### config.mk
export PLATFORM = sky130hd
export DESIGN_NAME = alu_cmd_sequencer
export DESIGN_NICKNAME = d
export VERILOG_FILES = /design/src/rtl/alu_cmd_sequencer.sv
export SDC_FILE = /design/constraint.sdc
export NUM_CORES = 1
export LEC_CHECK = 0
export CORE_ASPECT_RATIO = 0.6
export CORE_MARGIN = 10
export CORE_UTILIZATION = 25
export DETAILED_ROUTE_END_ITERATION = 8
export GPL_TIMING_DRIVEN = 0
export PLACE_DENSITY_LB_ADDON = 0.12
export SETUP_SLACK_MARGIN = 0.2
export SLEW_MARGIN = 10
export SYNTH_ARGS = -nofsm -noshare
export SYNTH_HDL_FRONTEND = slang
export SYNTH_SLANG_ARGS = --single-unit
### constraint.sdc
create_clock -name clk -period 6.32 [get_ports clk]
set_clock_uncertainty 0.2 [all_clocks]
set_input_delay 0.948 -clock clk [delete_from_list [all_inputs] [get_ports clk]]
set_output_delay 0.948 -clock clk [all_outputs]
set_load 0.02 [all_outputs]
### src/rtl/alu_cmd_sequencer.sv
// Command sequencer for the 4-bit ALU: queues commands, issues one at a time, holds the accumulator.
// Optional divide-by-zero guard enabled by defining ALU_SEQ_DIV0_GUARD_EN.
module alu_cmd_sequencer #(
  parameter int DEPTH = 4
) (
  input  logic       clk,
  input  logic       rst,
  input  logic       cmd_valid,
  output logic       cmd_ready,
  input  logic       cmd_load,
  input  logic [3:0] cmd_op,
  input  logic [3:0] cmd_data,
  output logic [3:0] alu_a,
  output logic [3:0] alu_b,
  output logic [3:0] alu_sel,
  input  logic [7:0] alu_result,
  output logic       res_valid,
  input  logic       res_ready,
  output logic [7:0] res_data,
  output logic       res_err,
  output logic       bus_en,
  output logic [3:0] acc,
  output logic       busy
);

  localparam int AW = $clog2(DEPTH);

  localparam logic [1:0] IDLE   = 2'd0;
  localparam logic [1:0] ISSUE  = 2'd1;
  localparam logic [1:0] RESULT = 2'd2;

  logic [1:0]  state;
  logic [8:0]  fifo_mem [DEPTH];
  logic [AW:0] wr_ptr;
  logic [AW:0] rd_ptr;
  logic        empty;
  logic        full;
  logic        push;
  logic        pop;
  logic [8:0]  head_p0;
  logic        div0;

  // Compare ops only report; they never disturb the accumulator.
  function automatic logic is_compare(input logic [3:0] op);
    return (op == 4'b1110) || (op == 4'b1111);
  endfunction

  assign empty     = (wr_ptr == rd_ptr);
  assign full      = (wr_ptr[AW] != rd_ptr[AW]) && (wr_ptr[AW-1:0] == rd_ptr[AW-1:0]);
  assign cmd_ready = !full;
  assign push      = cmd_valid && !full;
  assign pop       = (state == IDLE) && !empty;
  assign head_p0   = fifo_mem[rd_ptr[AW-1:0]];

  assign res_valid = (state == RESULT);
  assign bus_en    = res_valid;
  assign busy      = (state != IDLE) || !empty;

`ifdef ALU_SEQ_DIV0_GUARD_EN
  assign div0 = (alu_sel == 4'b0011) && (alu_b == 4'd0);
`else
  assign div0 = 1'b0;
`endif

  // Storage is not reset; only the pointers define what is valid.
  always_ff @(posedge clk) begin
    if (push) fifo_mem[wr_ptr[AW-1:0]] <= {cmd_load, cmd_op, cmd_data};
  end

  always_ff @(posedge clk) begin
    if (rst) begin
      wr_ptr <= '0;
      rd_ptr <= '0;
    end else begin
      if (push) wr_ptr <= wr_ptr + 1'b1;
      if (pop)  rd_ptr <= rd_ptr + 1'b1;
    end
  end

  // Stage boundary: head entry -> ALU inputs (IDLE), ALU output -> result (ISSUE)
  always_ff @(posedge clk) begin
    if (rst) begin
      state    <= IDLE;
      acc      <= '0;
      alu_a    <= '0;
      alu_b    <= '0;
      alu_sel  <= '0;
      res_data <= '0;
      res_err  <= 1'b0;
    end else begin
      case (state)
        IDLE: begin
          if (pop) begin
            if (head_p0[8]) begin
              acc <= head_p0[3:0];
            end else begin
              alu_a   <= acc;
              alu_b   <= head_p0[3:0];
              alu_sel <= head_p0[7:4];
              state   <= ISSUE;
            end
          end
        end
        ISSUE: begin
          res_data <= div0 ? 8'hFF : alu_result;
          res_err  <= div0;
          if (!is_compare(alu_sel) && !div0) acc <= alu_result[3:0];
          state <= RESULT;
        end
        RESULT: begin
          if (res_ready) state <= IDLE;
        end
        default: state <= IDLE;
      endcase
    end
  end

endmodule

==> reports/metrics.cfg, run 1 <==
[status]
outcome=finished, final reports clean

[detailed_routing]
drc=0
num_vias=1723
routed_wl_um=6440
routedWlPerCell_um=15.8
ant_nets=0
drt_iter0_drc=73
first_pass_iters=4
vias_per_cell=4.24

[yosys]
yosysSeqAreaShare_pct=62.3
synth_compound_area_share_pct=7.17
yosys_warnings=0
ys_types=35
syn-cell-area_um2=2830
synth_area_leader_cell=edfxtp_1
yosys-top-cells-count=edfxtp_1, dfxtp_1, nor2_1
synth_top_area_share_pct=38.2
avgSynthCellArea_um2=13.9
ys_ff_latch=70
syn_inst=203
yosys-mux-area-fraction_pct=14.6
ys_top_cells_by_area=edfxtp_1, dfxtp_1, mux4_1, mux2i_1, nor2_1
async_flop_share_pct=0
synth_edf_count=36
synth_fa_ha_area_share_pct=2.21
synthSimpleGateAreaFrac_pct=7.97
synth.most_common_cell=edfxtp_1
syn_nets=229
synth_top_family_by_area=multiplexers
synth_xor_area_share_pct=2.79
synth_ff_type=edfxtp_1

[global_routing]
grt_antenna_before_repair=0
grt.overflow.total=0
grt_max_degree=13
grt_util_all_layers_pct=8.52
first_global_vias=1785
grt_pass1_wl_um=10300

[clocking]
cts_tree=done
cts.sinks=70
clk_pin_slew_ns=0.06
postCtsSetupRepairBufs=0
worstSkewPairLatency_ns=0.32
cts_resized=0
cts_made_buffers=9
cts-root-buf=clkbuf_16
htree_levels=3
ctsHoldBuffers=0
cts_max_path_buffers=2

[place]
place_hpwl_um=4800
place_ws_ns=3.45
port_buffers=48
gp_congestion=0.712
placed_area_um2=3480
place_inst=390

[critical_path]
setup.worst_path.end=busy
r2r_cells=3
crit_start=state[0]
setup.worst_path.end_class=output pin
arrival_ns=2.04
crit_type=register to output pin
start_kind=register
path_max_fanout=10
timing.reg2reg.setup_slack_ns=3.99
crit_required_ns=5.17
r2r-end=fifo_mem[3][0]
reg2reg_from=wr_ptr[1]
path_cells=buf_1 > nor2_1 > nand3_1 > clkdlybuf4s50_1
critPathMaxStageDelay_ns=0.61
cp_slowest_cell=clkdlybuf4s50_1

[power_and_ir_drop]
p_leak_nw=1.36
vdd_drop_max_uv=140
power_mw=1.63
p_per_area_nw_per_um2=432

[floorplan]
io_pins=50
core_area_um2=10800
die_area_um2=16100
die_w_um=157
start_util_pct=26.1
rows=29
die_h_um=102

[timing]
slew_headroom_pct=60.2
hold_viol=0
holdWs_ns=0.257
layout_min_cycle_time_ns=3.19
clock.fmax_mhz=314
drv_slew=0
rsz0062_at_grt=no
tns_ns=0
tightest_slew_ns=0.592
finalWorstSetupSlack_ns=3.13
finalCritPeriodShare_pct=50.4
setup_violations=0

[final_layout]
layout-drive-gt1-share_pct=8.99
fin_cells=406
syn2layout_area_growth_pct=33.5
nFillCells=1073
antenna-diode-count=0
final_util_pct=34.9
final_area_um2=3770
finalNetCount=288

[hold_path]
hold_class=register to register

[job]
drv_cap=0

## worst min path at each step
stage,startpoint,endpoint,cells past startpoint
final,res_data[7],res_data[7],2
after global placement,res_data[3],res_data[3],2
after CTS,res_data[4],res_data[4],2
after detailed placement,res_data[4],res_data[4],2
after global routing,res_data[7],res_data[7],2
after floorplan,res_data[0],res_data[0],2
## cell usage in the layout, fill, tap and decap left out, drive strengths merged, types with 5 or more instances in the layout
cell	instances
nor2	23
xor2	5
mux2i	18
clkdlybuf4s50	48
a21oi	9
buf	6
dfxtp	34
clkbuf	15
edfxtp	36
nand2	17
clkinv	5
ha	5
mux4	9
## cell families (layout without fill, tap and decap cells)
logic type      Yosys count  in the layout
compound gates           25             25
xor+xnor                  9              9
fa+ha+maj                 5              5
buf+inv                  14             78
flops                    70             70
mux                      27             27
other cells               1              1
simple gates             52             52
## metal layers
metal | part of all wire, % | wire length (um) | up-vias | track usage, %
met2 | 39 | 2520 | 53 | 11.2
met1 | 52 | 3350 | 803 | 11.6
met3 | 8.1 | 519 | 5 | 4.19
met4 | 0.79 | 51 | 0 | 3.22
li1 | - | - | 862 | -
met5 | 0 | 0 | - | 0
## layout make-up
type	count	area (um^2)	share of cell area (%)
repair buffers	48	480	12.7
flip-flops and latches	70	1760	46.7
multi-input cells	119	986	26.1
well taps	139	174	4.61
inverters	3	11.3	0.299
plain buffers	11	67.6	1.79
clock inverters	6	62.6	1.66
clock buffers	10	229	6.07
## worst max-delay path, delay by kind of cell (launching register included)
kind | cells | cell delay (ns)
buffers and inverters | 2 | 1.03
flip-flops | 1 | 0.41
AND/OR/NAND/NOR | 2 | 0.27
## sequential cells by signal, summed over array words and instances (netlist names), named ones only
signal	cells
acc	4
alu_a	4
alu_b	4
alu_sel	4
fifo_mem	36
rd_ptr	3
res_data	8
state	2
wr_ptr	3
## power by group
| group | internal, mW | total, mW | switching, mW |
|---|---|---|---|
| registers | 0.550 | 0.597 | 0.0466 |
| logic | 0.262 | 0.547 | 0.285 |
| clock network | 0.304 | 0.487 | 0.182 |
| total | 1.12 | 1.63 | 0.514 |
(Power assumes the default switching activity.)
==> run 2: changes to the inputs <==
==> constraint.sdc (replaced) <==
create_clock -name clk -period 2.85 [get_ports clk]
set_clock_uncertainty 0.2 [all_clocks]
set_input_delay 0.4275 -clock clk [delete_from_list [all_inputs] [get_ports clk]]
set_output_delay 0.4275 -clock clk [all_outputs]
set_load 0.02 [all_outputs]
==> reports/metrics.cfg, run 2 (same netlist as run 1, synthesis figures left out) <==
[status]
outcome=finished, final reports clean

[timing]
holdWs_ns=0.257  ; unchanged
finalWorstSetupSlack_ns=0.402  ; -2.73 ns
rsz0062_at_grt=no
slew_headroom_pct=60.0  ; -0.16 points
clock.fmax_mhz=408
setup_violations=0  ; unchanged
drv_slew=0  ; unchanged
tns_ns=0  ; unchanged
finalCritPeriodShare_pct=85.9
hold_viol=0  ; unchanged
tightest_slew_ns=0.595  ; +0.00240 ns
layout_min_cycle_time_ns=2.45

[final_layout]
final-seq-area_um2=1760  ; +0.14%
syn2layout_area_growth_pct=34.1
layout_commonest_cell=clkdlybuf4s50_1
multi_input_area_um2=1000  ; +1.5%
largest_reg_flops=36  ; unchanged
finalNetCount=288  ; unchanged
antenna-diode-count=0  ; unchanged
final_util_pct=35.1  ; +0.17 points
nFillCells=1072  ; -0.093%
layout_common_cells=clkdlybuf4s50_1, edfxtp_1, dfxtp_1
layout-drive-gt1-share_pct=10.9  ; +1.9 points
fin_cells=406  ; unchanged
final_area_um2=3790  ; +0.50%

[critical_path]
r2r-end=alu_a[1]
worst-path-buf-inv=2  ; unchanged
critPathMaxStageDelay_ns=0.61  ; about the same
start_kind=register
path_cells=buf_2 > nor2_1 > nand3_1 > clkdlybuf4s50_1
arrival_ns=1.82  ; -0.22 ns
timing.reg2reg.setup_slack_ns=0.53  ; -3.46 ns
setup.worst_path.end_class=output pin
r2r_cells=6  ; +3
path_max_fanout=10  ; unchanged
crit_type=register to output pin
crit_family=buffers and inverters
cp_slowest_cell=clkdlybuf4s50_1
crit_required_ns=2.22  ; -2.95 ns

[floorplan]
die_h_um=102  ; unchanged
io_pins=50  ; unchanged
core_area_um2=10800  ; unchanged
start_util_pct=26.1  ; unchanged
rows=29  ; unchanged
die_area_um2=16100  ; unchanged
die_w_um=157  ; unchanged

[power_and_ir_drop]
power_mw=3.62  ; +120%
p_leak_nw=1.36  ; +0.37%
p_per_area_nw_per_um2=956  ; +120%
vdd_drop_max_uv=320  ; +130%

[hold_path]
holdPathStages=2  ; unchanged
hp-start=res_data[7]
hold_class=register to register
holdPathEnd=res_data[7]

[global_routing]
grt_pass1_wl_um=10200  ; -0.20%
grt_antenna_before_repair=0  ; unchanged
grt.overflow.total=0  ; unchanged
grt_max_degree=13  ; unchanged
first_global_vias=1784  ; -0.056%
grt_util_all_layers_pct=8.51  ; -0.017 points

[detailed_routing]
routedWlPerCell_um=15.9  ; +0.12%
drt_iter0_drc=66  ; -9.6%
routed_wl_um=6440  ; +0.12%
first_pass_iters=5  ; +1
drc=0  ; unchanged
num_vias=1716  ; -0.41%
ant_nets=0  ; unchanged
vias_per_cell=4.23  ; -0.41%

[job]
drv_cap=0  ; unchanged

[clocking]
cts_made_buffers=9  ; unchanged
cts.sinks=70  ; unchanged
worstSkewPairLatency_ns=0.32  ; about the same
cts_max_path_buffers=2  ; unchanged
cts_tree=done
clk_pin_slew_ns=0.06  ; about the same
postCtsSetupRepairBufs=0  ; unchanged
htree_levels=3  ; unchanged
cts-root-buf=clkbuf_16
cts_resized=2  ; +2
ctsHoldBuffers=0  ; unchanged

[place]
place_inst=390  ; unchanged
port_buffers=48  ; unchanged
gp_congestion=0.712  ; unchanged
place_ws_ns=0.472  ; -2.98 ns
place_hpwl_um=4800  ; unchanged
placed_area_um2=3480  ; unchanged

==> run 2: how the worst max path moves through the flow <==
stage	startpoint	end	slack, ns	cells after the start
global placement	register	alu_a[3]	0.48	6
CTS	wr_ptr[0]	busy	0.21	4
floorplan	register	alu_a[0]	0.81	6
global route	state[0]	busy	0.24	4
finish	state[0]	busy	0.40	4
detailed placement	register	alu_b[1]	0.47	6
==> run 2: layout make-up <==
class	count	share of cell area (%)
clock inverter	6	1.65
multi-input combinational	119	26.4
tap	139	4.59
clock buffer	10	6.04
timing repair buffer	48	12.7
inverter	3	0.297
sequential	70	46.5
buffer	11	1.82
==> run 2: worst reg2reg max path, stage by stage, from the launching register on <==
cell,delay [ns]
dfxtp_1,0.30
clkbuf_1,0.41
mux4_2,0.47
a311oi_4,0.35
buf_8,0.21
mux2i_1,0.20
nor2_1,0.05
==> run 2: report_power, final <==
part           switching [mW]  leakage, nW  internal, mW
clock network           0.404        0.146         0.675
registers               0.108        0.609          1.22
logic                   0.629        0.606         0.587
total                    1.14         1.36          2.48
==> run 2: layer usage <==
layer | GRT usage, % | part of all wire (%)
met1 | 11.6 | 52
met2 | 11.2 | 39
met3 | 4.19 | 8.1
met4 | 3.22 | 0.79
met5 | 0 | 0
==> run 3: changes to the inputs <==
--- a/config.mk
+++ b/config.mk
@@ -10,6 +10,7 @@
 export CORE_UTILIZATION = 25
 export DETAILED_ROUTE_END_ITERATION = 8
 export GPL_TIMING_DRIVEN = 0
+export MAX_ROUTING_LAYER = met4
 export PLACE_DENSITY_LB_ADDON = 0.12
 export SETUP_SLACK_MARGIN = 0.2
 export SLEW_MARGIN = 10
==> reports/metrics.cfg, run 3 (same netlist as run 1, synthesis figures left out) <==
[critical_path]
crit_start=state[0]
path_max_fanout=10  ; unchanged
critPathMaxStageDelay_ns=0.61  ; about the same
crit_family=buffers and inverters
r2r_cells=6  ; unchanged
crit_required_ns=2.22  ; about the same
cp_num_cells=4  ; unchanged
path_cells=buf_2 > nor2_1 > nand3_1 > clkdlybuf4s50_1
arrival_ns=1.83  ; about the same
start_kind=register
cp_slowest_cell=clkdlybuf4s50_1
crit_type=register to output pin
worst-path-buf-inv=2  ; unchanged
setup.worst_path.end_class=output pin

[place]
place_ws_ns=0.472  ; unchanged
placed_area_um2=3480  ; unchanged
place_inst=390  ; unchanged
gp_congestion=0.720  ; +1.1%
port_buffers=48  ; unchanged
place_hpwl_um=4800  ; unchanged

[timing]
drv_slew=0  ; unchanged
rsz0062_at_grt=no
tns_ns=0  ; unchanged
holdWs_ns=0.257  ; -0.0000730 ns
finalWorstSetupSlack_ns=0.396  ; -0.00537 ns
layout_min_cycle_time_ns=2.45  ; +0.00537 ns
setup_violations=0  ; unchanged
tightest_slew_ns=0.595  ; -0.000000179 ns
slew_headroom_pct=60.0  ; unchanged
clock.fmax_mhz=408  ; -0.22%
hold_viol=0  ; unchanged
finalCritPeriodShare_pct=86.1  ; +0.19 points

[power_and_ir_drop]
vdd_drop_max_uv=320  ; about the same
switching_share_pct=31.5  ; about the same
comb_power_share_pct=33.6  ; about the same
power.switching_mw=1.14  ; about the same
p_seq_share_pct=36.7  ; about the same
power_mw=3.63  ; about the same
p_int_mw=2.48  ; about the same
clkPwrFrac_pct=29.8  ; about the same
p_per_area_nw_per_um2=956  ; about the same
p_leak_nw=1.36  ; unchanged

[hold_path]
hold_class=register to register
hp-start=res_data[7]
holdPathStages=2  ; unchanged

[floorplan]
die_w_um=157  ; unchanged
core_area_um2=10800  ; unchanged
die_area_um2=16100  ; unchanged
die_h_um=102  ; unchanged
io_pins=50  ; unchanged
rows=29  ; unchanged
start_util_pct=26.1  ; unchanged

[detailed_routing]
num_vias=1711  ; -0.29%
wl_met3_um=473  ; -8.9%
drc=0  ; unchanged
routed_wl_um=6450  ; about the same
routedWlPerCell_um=15.9  ; about the same
vias_per_cell=4.21  ; -0.29%
wl_met2_um=2550  ; +0.20%
met1Wirelength_um=3370  ; +1.3%
ant_nets=0  ; unchanged
drt_iter0_drc=64  ; -3.0%
first_pass_iters=5  ; unchanged
top_layer_used=met4

[clocking]
cts_made_buffers=9  ; unchanged
cts_tree=done
htree_levels=3  ; unchanged
clk_pin_slew_ns=0.06  ; about the same
worstSkewPairLatency_ns=0.32  ; about the same
cts_max_path_buffers=2  ; unchanged
cts.sinks=70  ; unchanged
cts-root-buf=clkbuf_16
ctsHoldBuffers=0  ; unchanged
postCtsSetupRepairBufs=0  ; unchanged

[final_layout]
fin_cells=406  ; unchanged
nFillCells=1072  ; unchanged
layout_commonest_cell=clkdlybuf4s50_1
layout_common_cells=clkdlybuf4s50_1, edfxtp_1, dfxtp_1
syn2layout_area_growth_pct=34.1  ; unchanged
final_area_um2=3790  ; unchanged
finalNetCount=288  ; unchanged
layout-drive-gt1-share_pct=10.9  ; unchanged
largest_reg_flops=36  ; unchanged
final_util_pct=35.1  ; unchanged
antenna-diode-count=0  ; unchanged

[job]
drv_cap=0  ; unchanged

[global_routing]
grt.overflow.total=0  ; unchanged
grt_pass1_wl_um=10200  ; about the same
grt_util_all_layers_pct=8.79  ; +0.28 points
first_global_vias=1778  ; -0.34%
grt_antenna_before_repair=0  ; unchanged
grt_max_degree=13  ; unchanged

[status]
outcome=finished, final reports clean

[run 3: cell counts in the layout (fill, tap and decap cells not counted)]
No cell type changed its count.
[run 3: final timing paths]
kind	endpoint	slack (ns)
max	busy	0.40
min	res_data[7]	0.26
max reg2reg	alu_a[1]	0.53
min reg2reg	res_data[7]	0.26
[run 3: per-layer routing]
metal	track usage, %	vias to the layer above
li1	-	855
met1	11.8	800
met5	-	-
met4	3.22	0
met3	3.94	5
met2	11.2	51
[run 3: layout make-up]
type | count | area (um^2) | share of cell area [%]
Buffer | 11 | 68.8 | 1.82
Clock buffer | 10 | 229 | 6.04
Clock inverter | 6 | 62.6 | 1.65
Inverter | 3 | 11.3 | 0.297
Multi-Input combinational cell | 119 | 1000 | 26.4
Sequential cell | 70 | 1760 | 46.5
Tap cell | 139 | 174 | 4.59
Timing Repair Buffer | 48 | 480 | 12.7
[run 3: power by group through the flow]
stage | sequential (mW) | clock [mW] | combinational [mW]
finish | 1.33 | 1.08 | 1.22
floorplan | 1.43 | 0 | 0.704
CTS | 1.33 | 1.11 | 1.24
global route | 1.35 | 1.17 | 1.34
global placement | 1.35 | 0 | 1.23
detailed placement | 1.35 | 0 | 1.24
[run 3: repair_timing]
item	4_1_cts	5_1_grt
resized for setup	2	3
pin swaps	0	0
setup endpoints to repair	1	2
[run 3: worst min-delay path: stages, from the launching register on]
cell,delay (ns)
dfxtp_1,0.31
nand2_1,0.05
a21oi_1,0.05
==> edit 1: new RTL, settings of run 1 <==
Put one more register stage on the output `res_err`, cleared by the reset. The value now appears one clock later. The other outputs are not delayed to match.
--- a/src/rtl/alu_cmd_sequencer.sv
+++ b/src/rtl/alu_cmd_sequencer.sv
@@ -30,2 +30,4 @@
   localparam logic [1:0] RESULT = 2'd2;
+
+  logic res_err_s0;
 
@@ -88,3 +90,3 @@
       res_data <= '0;
-      res_err  <= 1'b0;
+      res_err_s0 <= 1'b0;
     end else begin
@@ -105,3 +107,3 @@
           res_data <= div0 ? 8'hFF : alu_result;
-          res_err  <= div0;
+          res_err_s0 <= div0;
           if (!is_compare(alu_sel) && !div0) acc <= alu_result[3:0];
@@ -117,2 +119,10 @@
 
+  always_ff @(posedge clk) begin
+    if (rst) begin
+      res_err <= '0;
+    end else begin
+      res_err <= res_err_s0;
+    end
+  end
+
 endmodule
Formal check against the unedited RTL: same outputs for any inputs over 10 cycles, from zero or initial values and one cycle with rst high; that may be too few to reach the edited logic, so the function may still have changed.
==> edit 1 against run 1 <==
Wire length shrank 0.26%; sequential share of layout area is 0.20 points higher; hold slack is essentially flat; power down 1.1%; synthesized area is 0.13% lower; setup slack gained 10 ps; cell area fell by 0.43%; clock power down 3%; sequential cell count unchanged; critical path type unchanged; largest cell class unchanged; largest power group unchanged; highest routed layer unchanged.
==> edit 1: results <==
metrics = {
    "synthesis": {
        "synth.avg_cell_area_um2": 14.0,
        "ys_seq_area_share_pct": 62.4,
        "synth-compound-area-share_pct": 7.36,
        "syn-num-nets": 228,
        "yosys-top-cells-count": "edfxtp_1, dfxtp_1, nor2_1",
        "synthTopCellsByArea": "edfxtp_1, dfxtp_1, mux4_1, mux2i_1, nor2_1",
        "async_flop_share_pct": 0,
        "synth_xor_area_share_pct": 2.79,
        "muxShareOfSynthArea_pct": 14.6,
        "synth_cell_type_count": 35,
        "synth_adder_area_share_pct": 2.22,
    },
    "drt": {
        "wire_per_inst_um": 15.8,
        "drt-pass1-iter-count": 3,
        "wl_met3_um": 475,
        "first_iter_violations": 40,
        "wl_met1_um": 3430,
        "vias_per_cell": 4.22,
        "wl_met2_um": 2420,
    },
    "pwr": {
        "power.leakage_nw": 1.34,
        "ir_drop_mv": 0.133,
    },
    "clock_tree": {
        "clock_latency_ps": 330,
        "cts_htree_levels": 3,
        "path_clk_slew_ps": 50,
        "cts_setup_buffers": 0,
        "root_buffer": "clkbuf_16",
        "clock_path_buffers": 2,
    },
    "run_status": {
        "status": "finished clean",
    },
    "layout": {
        "diodes": 0,
        "fillers": 1062,
        "final_cells": 405,
        "drive_gt1_share_pct": 7.52,
        "nets": 287,
    },
    "setup_path": {
        "slowest_delay_ps": 600,
        "cp.arrival_ps": 2030,
        "worstSetupEndpointType": "output port",
        "r2r-end": "alu_a[2]",
        "r2r.worst_path.cells": 6,
    },
    "global_route": {
        "gr-usage-met2_pct": 11.5,
        "globalRouteMet3Util_pct": 4.03,
        "antenna_found_initial": 0,
        "grt_usage_pct": 8.49,
        "grt_max_degree": 12,
        "grt.met1_usage_pct": 11.4,
        "first_global_vias": 1819,
        "grt_pass1_wl_um": 10200,
    },
    "sta": {
        "fin_crit_ps": 3180,
        "slew_headroom_pct": 58.5,
    },
    "place": {
        "gp_congestion": 0.717,
        "dp_slack_ps": 3460,
        "place_area_um2": 3480,
        "numPortBuffers": 48,
        "dpl.cell_count": 389,
        "dp_hpwl_um": 4730,
    },
    "min_path": {
        "hp-class": "reg -> reg",
    },
}
-- edit 1: cell types whose count changed after synthesis --
| cell | run 1 | this run |
|---|---|---|
| nor3_1 | 0 | 1 |
| nor4_1 | 1 | 0 |
| buf_1 | 2 | 1 |
| nor2b_1 | 3 | 2 |
| nand2b_1 | 1 | 2 |
| clkbuf_1 | 5 | 6 |
| a21oi_1 | 9 | 10 |
| nor2_1 | 23 | 21 |
-- edit 1: how the worst min path moves through the flow --
stage / startpoint / endpoint / slack (ps) / depth (start not counted)
2_1_floorplan: res_data[0] / res_data[0] / 330 / 2
5_1_grt: res_data[3] / res_data[3] / 270 / 2
3_5_place_dp: res_data[7] / res_data[7] / 250 / 2
4_1_cts: res_data[7] / res_data[7] / 260 / 2
3_3_place_gp: res_data[3] / res_data[3] / 240 / 2
6_report: res_data[7] / res_data[7] / 260 / 2
-- edit 1: power by group --
part	total (mW)	internal, mW	leakage (nW)	switching (mW)
registers	0.599	0.551	0.608	0.0484
clock network	0.473	0.304	0.135	0.170
logic	0.540	0.261	0.599	0.280
-- edit 1: final cells by class --
cell class / count / area (um2) / share of cell area (%)
Buffer: 11 / 67.6 / 1.80
Clock buffer: 13 / 240 / 6.40
Clock inverter: 3 / 38.8 / 1.03
Inverter: 3 / 11.3 / 0.300
Multi-Input combinational cell: 118 / 982 / 26.1
Sequential cell: 70 / 1760 / 46.9
Tap cell: 139 / 174 / 4.63
Timing Repair Buffer: 48 / 480 / 12.8
-- edit 1: cell families (layout without fill, tap and decap cells) --
group,after synthesis,count (layout)
compound gates,26,26
buf+inv,14,78
xor+xnor,9,9
simple gates,50,50
other cells,1,1
flops,70,70
mux,27,27
fa+ha+maj,5,5
==> edit 2: new RTL, flow settings as in run 1 <==
Made on the original files. Change the parameter `DEPTH` from 4 to 2.
--- a/src/rtl/alu_cmd_sequencer.sv
+++ b/src/rtl/alu_cmd_sequencer.sv
@@ -3,3 +3,3 @@
 module alu_cmd_sequencer #(
-  parameter int DEPTH = 4
+  parameter int DEPTH = 2
 ) (
Check against the original RTL: not equivalent (Yosys sat finds a counterexample within 4 cycles, from zero or initial values and one cycle with rst high).
==> edit 2 against run 1 <==
Setup slack better by 240 ps; power is 17% lower; sequential share of layout area is 4.3 points lower; clock power is 47% lower; synthesized area is 30% lower; synthesized cell count is 17% lower; cell area is 27% lower; sequential cell count is 21 lower; wire length is 25% lower; highest routed layer unchanged.
==> edit 2: results <==
metrics = {
    "run_status": {
        "status": "finished clean",
    },
    "setup_path": {
        "critical_path.max_fanout": 5,
        "cp.arrival_ps": 1800,
    },
    "global_route": {
        "antenna_found_initial": 0,
        "grt_pass1_wl_um": 7760,
        "grt_usage_pct": 8.33,
        "first_global_vias": 1412,
        "grt_max_degree": 16,
    },
    "synthesis": {
        "ys_seq_area_share_pct": 58.4,
        "synthTopCellsByArea": "dfxtp_1, edfxtp_1, mux2i_1, a211oi_2, nand2_1",
        "synth_cell_type_count": 31,
        "ys_warn_count": 0,
        "yosys-top-cells-count": "dfxtp_1, edfxtp_1, nand2_1",
        "synth_edf_count": 18,
        "async_flop_share_pct": 0,
        "syn-num-nets": 190,
    },
    "place": {
        "dp_hpwl_um": 3650,
        "place_area_um2": 2590,
        "gp_congestion": 0.672,
        "numPortBuffers": 47,
    },
    "drt": {
        "wl_met2_um": 2040,
        "first_iter_violations": 60,
        "wl_met1_um": 2490,
        "vias_per_cell": 4.02,
        "highest_layer": "met4",
        "wl_met3_um": 250,
        "drt-pass1-iter-count": 4,
        "wire_per_inst_um": 14.5,
    },
    "clock_tree": {
        "cts_htree_levels": 2,
        "cts_resized": 0,
        "clock_path_buffers": 2,
        "cts_setup_buffers": 0,
        "root_buffer": "clkbuf_16",
        "numCtsBuffers": 5,
        "clock_latency_ps": 280,
        "path_clk_slew_ps": 60,
    },
    "layout": {
        "nets": 244,
        "diodes": 0,
        "drive_gt1_share_pct": 16.1,
        "largest_register_ff_count": 18,
    },
    "min_path": {
        "hp-class": "reg -> reg",
    },
    "pwr": {
        "ir_drop_mv": 0.210,
        "power.leakage_nw": 0.958,
    },
    "run": {
        "drv_cap": 0,
    },
    "sta": {
        "worstMarginPinSlew_ps": 660,
    },
}
[edit 2: changes by cell type after synthesis, moves of 5 or more]
cell             run 1  this run
edfxtp_1            36        18
ha_1                 5         0
mux4_1               8         0
nor2_2               0         8
a211oi_2             0         8
nor2_1              23        16
[edit 2: layer usage]
| layer | vias to the layer above | global-route usage, % |
|---|---|---|
| met5 | - | 0 |
| met2 | 27 | 12.2 |
| met3 | 5 | 2.75 |
| met1 | 613 | 11.3 |
| li1 | 688 | - |
| met4 | 0 | 2.63 |
[edit 2: area by class of cell]
| class | instances | area, um2 |
|---|---|---|
| flip-flops and latches | 49 | 1160 |
| plain buffers | 13 | 81.3 |
| repair buffers | 47 | 470 |
| well taps | 108 | 135 |
| multi-input cells | 107 | 751 |
| clock inverters | 2 | 11.3 |
| fillers | 809 | 5080 |
| clock buffers | 6 | 129 |
[edit 2: path summary, 6_finish.rpt]
kind	start	endpoint	slack, ps	depth (start not counted)
worst max-delay path	rd_ptr[0]	busy	3370	4
worst min-delay path	res_data[1]	res_data[1]	260	2
worst max register to register	register	alu_a[3]	4430	6
worst min register to register	res_data[1]	res_data[1]	260	2
[edit 2: through the flow]
stage	worst slack (ps)	cells	util, %	power [mW]
floorplan	4190	169	-	0.882
global placement	3300	324	33.2	1.11
detailed placement	3290	324	33.2	1.11
CTS	3380	332	35.0	1.37
global route	3280	332	35.0	1.44
finish	3370	332	35.0	1.35
[edit 2: kinds of logic (layout without fill, tap and decap cells)]
kind of cell	after synthesis	after routing	synth area share [%]
AO/OA/AOI/OAI	27	27	11.8
XOR/XNOR	8	8	3.90
buffers and inverters	13	68	4.09
flip-flops	49	49	58.4
multiplexers	17	17	8.80
other	1	1	0.188
AND/OR/NAND/NOR	54	54	12.8
[edit 2: power by group]
group | internal, mW | leakage [nW] | switching, mW
sequential | 0.421 | 0.422 | 0.0564
combinational | 0.283 | 0.471 | 0.331
clock | 0.146 | 0.0645 | 0.113
total | 0.849 | 0.958 | 0.501
[edit 2: critical path: stages, from the launching register on]
cell             delay [ps]
dfxtp_1                 300
clkbuf_2                160
xnor2_2                 330
nand3_1                 150
clkdlybuf4s50_1         570
